[src/rtl/mem_arbiter.sv]
// Two-requester round-robin arbiter/sequencer for a shared synchronous memory.
// Each grant runs one XFER cycle on the memory pins, then one DONE cycle carrying ack/rvalid.
module mem_arbiter #(
  parameter int ADDR_W = 5,
  parameter int DATA_W = 8
) (
  input  logic              clk,
  input  logic              rst_,
  input  logic [1:0]        req,
  input  logic [1:0]        we,
  input  logic [ADDR_W-1:0] addr0,
  input  logic [ADDR_W-1:0] addr1,
  input  logic [DATA_W-1:0] wdata0,
  input  logic [DATA_W-1:0] wdata1,
  output logic [1:0]        ack,
  output logic [1:0]        rvalid,
  output logic [DATA_W-1:0] rdata,
  output logic              busy,
  output logic              mem_read,
  output logic              mem_write,
  output logic [ADDR_W-1:0] mem_addr,
  output logic [DATA_W-1:0] mem_wdata,
  input  logic [DATA_W-1:0] mem_rdata
);

  typedef enum logic [1:0] {IDLE, XFER, DONE} state_e;

  state_e            state_q, state_d;
  logic              last_gnt_q, last_gnt_d;
  logic              gnt_q, gnt_d;
  logic              we_q, we_d;
  logic [1:0]        ack_q, ack_d;
  logic [1:0]        rvalid_q, rvalid_d;
  logic [DATA_W-1:0] rdata_q, rdata_d;
  logic              busy_q, busy_d;
  logic              mem_read_q, mem_read_d;
  logic              mem_write_q, mem_write_d;
  logic [ADDR_W-1:0] mem_addr_q, mem_addr_d;
  logic [DATA_W-1:0] mem_wdata_q, mem_wdata_d;
  logic              win;

  // On a tie the requester not served last wins; otherwise the lone requester wins.
  always_comb begin
    if (req == 2'b11) win = ~last_gnt_q;
    else              win = req[1];
  end

  always_comb begin
    state_d     = state_q;
    last_gnt_d  = last_gnt_q;
    gnt_d       = gnt_q;
    we_d        = we_q;
    ack_d       = 2'b00;
    rvalid_d    = 2'b00;
    rdata_d     = rdata_q;
    busy_d      = busy_q;
    mem_read_d  = mem_read_q;
    mem_write_d = mem_write_q;
    mem_addr_d  = mem_addr_q;
    mem_wdata_d = mem_wdata_q;
    case (state_q)
      IDLE: begin
        if (|req) begin
          gnt_d       = win;
          last_gnt_d  = win;
          we_d        = we[win];
          mem_addr_d  = win ? addr1 : addr0;
          mem_wdata_d = win ? wdata1 : wdata0;
          mem_write_d = we[win];
          mem_read_d  = ~we[win];
          busy_d      = 1'b1;
          state_d     = XFER;
        end
      end
      XFER: begin
        mem_read_d      = 1'b0;
        mem_write_d     = 1'b0;
        if (!we_q) rdata_d = mem_rdata;
        ack_d[gnt_q]    = 1'b1;
        rvalid_d[gnt_q] = ~we_q;
        state_d         = DONE;
      end
      DONE: begin
        busy_d  = 1'b0;
        state_d = IDLE;
      end
      default: begin
        busy_d      = 1'b0;
        mem_read_d  = 1'b0;
        mem_write_d = 1'b0;
        state_d     = IDLE;
      end
    endcase
  end

  // Reset clears the memory strobes at the same edge, so an interrupted XFER never completes.
  always_ff @(posedge clk) begin
    if (!rst_) begin
      state_q     <= IDLE;
      last_gnt_q  <= 1'b1;
      gnt_q       <= 1'b0;
      we_q        <= 1'b0;
      ack_q       <= 2'b00;
      rvalid_q    <= 2'b00;
      rdata_q     <= '0;
      busy_q      <= 1'b0;
      mem_read_q  <= 1'b0;
      mem_write_q <= 1'b0;
      mem_addr_q  <= '0;
      mem_wdata_q <= '0;
    end else begin
      state_q     <= state_d;
      last_gnt_q  <= last_gnt_d;
      gnt_q       <= gnt_d;
      we_q        <= we_d;
      ack_q       <= ack_d;
      rvalid_q    <= rvalid_d;
      rdata_q     <= rdata_d;
      busy_q      <= busy_d;
      mem_read_q  <= mem_read_d;
      mem_write_q <= mem_write_d;
      mem_addr_q  <= mem_addr_d;
      mem_wdata_q <= mem_wdata_d;
    end
  end

  assign ack       = ack_q;
  assign rvalid    = rvalid_q;
  assign rdata     = rdata_q;
  assign busy      = busy_q;
  assign mem_read  = mem_read_q;
  assign mem_write = mem_write_q;
  assign mem_addr  = mem_addr_q;
  assign mem_wdata = mem_wdata_q;

endmodule

[config.mk]
export PLATFORM = sky130hd
export DESIGN_NAME = mem_arbiter
export DESIGN_NICKNAME = d
export VERILOG_FILES = /design/src/rtl/mem_arbiter.sv
export SDC_FILE = /design/constraint.sdc
export NUM_CORES = 1
export LEC_CHECK = 0
export CAP_MARGIN = 20
export CORE_MARGIN = 3
export CORE_UTILIZATION = 35
export CTS_BUF_LIST = sky130_fd_sc_hd__clkbuf_2
export DETAILED_ROUTE_END_ITERATION = 8
export PLACE_DENSITY = 0.69
export SLEW_MARGIN = 40
export SYNTH_ARGS = -nofsm -noshare
export SYNTH_HDL_FRONTEND = slang
export SYNTH_SLANG_ARGS = --single-unit
[constraint.sdc]
create_clock -name clk -period 2.8 [get_ports clk]
set_clock_uncertainty 0.05 [all_clocks]
set_input_delay 0.7 -clock clk [delete_from_list [all_inputs] [get_ports clk]]
set_output_delay 0.7 -clock clk [all_outputs]
set_load 0.1 [all_outputs]
==> results.json <==
{
  "synth_edf_count": 0,
  "track_usage": 0.163,
  "die_area_sq_um": 4720,
  "die_y_um": 68.7,
  "hold_ws_ns": 0.419,
  "yosysSeqAreaShare": 0.480,
  "clock_sinks": 33,
  "synthesis.area_sq_um": 1380,
  "fill_cells": 351,
  "cts_resized": 0,
  "drt_drc_violations_left": 0,
  "placed_cell_area_sq_um": 2030,
  "synth_cell_types": 29,
  "detail_route.vias_per_cell": 4.91,
  "syn_nets": 169,
  "port_buffers": 67,
  "die_x_um": 68.7,
  "hold_viol_final": 0,
  "rsz0062_at_grt": "false",
  "critPathCaptureType": "register",
  "status": "completed",
  "max_slew.worst_pin.slew_ns": 0.778,
  "fmax_ghz": 0.465,
  "synth_common_cells": "dfxtp_1, mux2i_1, a21oi_1",
  "syn2layout_area_growth_pct": 49.7,
  "critPathLaunchType": "input port",
  "grt_pass1_wl_um": 5700,
  "clkLatencyLatePin_ns": 0.36,
  "yosysTopAreaCellShare": 0.480,
  "min_path_type": "reg -> reg",
  "grt-ovfl-total": 0,
  "wl_um": 3540,
  "antenna_found_initial": 0,
  "cts_buffer_depth": 2,
  "diodes": 0,
  "cts_tree": "yes",
  "htree_levels": 2,
  "yosys_most_used_dff": "dfxtp_1",
  "p_per_area_nw_per_um2": 619,
  "via_count": 1217,
  "nets": 240,
  "peakVddDrop_mv": 0.305,
  "grt_pass1_vias": 1230,
  "cts_buffers": 5,
  "final_area_sq_um": 2060,
  "initialDrtViolationCount": 30,
  "setup_violations": 0,
  "path_clk_slew_ns": 0.15,
  "tns_ns": 0,
  "multi_input_area_sq_um": 641,
  "synth_area_leader_cell": "dfxtp_1",
  "hold_buffers": 0,
  "avgSynthCellArea_sq_um": 10.7,
  "syn-instance-count": 129,
  "slew_headroom": 0.479,
  "antenna_left": 0,
  "coreArea_sq_um": 3720,
  "fp-row-count": 22,
  "cts_root_buf": "clkbuf_2",
  "slew_violations": 0,
  "critPathMaxFanout": 9,
  "period_needed_ns": 2.15,
  "final_core_util": 0.555,
  "grt_max_degree": 25,
  "yosysMostFrequentCell": "dfxtp_1",
  "layout_worst_path_cycle_share": 0.769,
  "ioPinCount": 68,
  "gp_congestion": 0.759,
  "ys.warnings.count": 0,
  "synthTopCellsByArea": "dfxtp_1, mux2i_1, a211oi_2, a21oi_1, nor2_1",
  "post_drt_wl_per_cell_um": 14.3,
  "dp_hpwl_um": 2680,
  "post_cts_buffers": 0,
  "drtPass1Iterations": 4,
  "crit_arrival_ns": 2.37,
  "critPathRequiredTime_ns": 3.02,
  "ys_seq_elements": 33,
  "async_flop_share": 0,
  "initial_core_util": 0.370,
  "regArea_sq_um": 661,
  "leakage_nw": 0.854,
  "maxCapViolCount": 0,
  "critPathKind": "in -> reg",
  "drive_gt1_frac": 0.275
}
-- final timing paths --
| kind | startpoint | end | slack (ns) | depth (start not counted) |
|---|---|---|---|---|
| max | req[0] | we_q$_SDFFE_PN0P_ | 0.65 | 5 |
| min | gnt_q$_SDFFE_PN0P_ | ack[0]$_SDFF_PN0_ | 0.42 | 1 |
| max reg2reg | state_q[1]$_SDFFE_PN0P_ | we_q$_SDFFE_PN0P_ | 1.10 | 4 |
| min reg2reg | gnt_q$_SDFFE_PN0P_ | ack[0]$_SDFF_PN0_ | 0.42 | 1 |
-- registers in the layout (all words and copies together) (netlist names) --
| name | count |
|---|---|
| mem_wdata | 8 |
| rdata | 8 |
| mem_addr | 5 |
| ack | 2 |
| rvalid | 2 |
| state_q | 2 |
| busy | 1 |
| gnt_q | 1 |
| last_gnt_q | 1 |
| mem_read | 1 |
| mem_write | 1 |
| we_q | 1 |
-- placed cells by master (no fill, tap or decap), types with 2 or more instances in the layout --
cell,n
nor3b_1,2
buf_4,32
dfxtp_1,33
inv_1,2
nor3_1,2
o21ai_0,2
nand2_1,3
clkbuf_2,6
a21oi_1,16
nor2_1,11
a211oi_2,9
a211oi_1,5
clkdlybuf4s50_1,39
nand3_1,2
inv_2,2
mux2i_1,21
-- worst max-delay path: stages --
cell and delay (ns):
clkdlybuf4s50_1 0.57, o21bai_1 0.11, nor2_1 0.60, buf_4 0.30, a211oi_1 0.08
-- logic make-up (layout without fill, tap and decap cells) --
| group | Yosys count | count (layout) | synth area share |
|---|---|---|---|
| flops | 33 | 33 | 0.480 |
| buf+inv | 12 | 83 | 0.0546 |
| compound gates | 38 | 38 | 0.220 |
| simple gates | 25 | 25 | 0.0927 |
| mux | 21 | 21 | 0.153 |
-- power breakdown --
group | switching (mW) | internal, mW | leakage [nW]
Clock | 0.150 | 0.0582 | 0.0265
Sequential | 0.0283 | 0.512 | 0.272
Combinational | 0.366 | 0.162 | 0.555
-- routing by layer --
layer / part of all wire / vias to the layer above / wire, um / track usage
li1: - / 604 / - / -
met1: 0.41 / 574 / 1440 / 0.191
met2: 0.51 / 34 / 1820 / 0.284
met3: 0.061 / 5 / 216 / 0.0438
met4: 0.017 / 0 / 61 / 0.0608
met5: 0 / - / 0 / 0
-- stage by stage --
| step | power [mW] | setup WS (ns) | instances |
|---|---|---|---|
| after floorplan | 0.937 | 1.13 | 129 |
| after global routing | 1.33 | 0.542 | 248 |
| after detailed placement | 1.08 | 0.270 | 241 |
| after CTS | 1.29 | 0.684 | 248 |
| final | 1.28 | 0.647 | 248 |
| after global placement | 1.07 | 0.331 | 241 |
-- area by class of cell --
type	instances	area share
repair buffers	72	0.316
inverters	4	0.00729
flip-flops and latches	33	0.321
clock inverters	1	0.00182
well taps	48	0.0291
multi-input cells	84	0.311
clock buffers	6	0.0146
No activity file was read; power rests on OpenSTA's default activity.
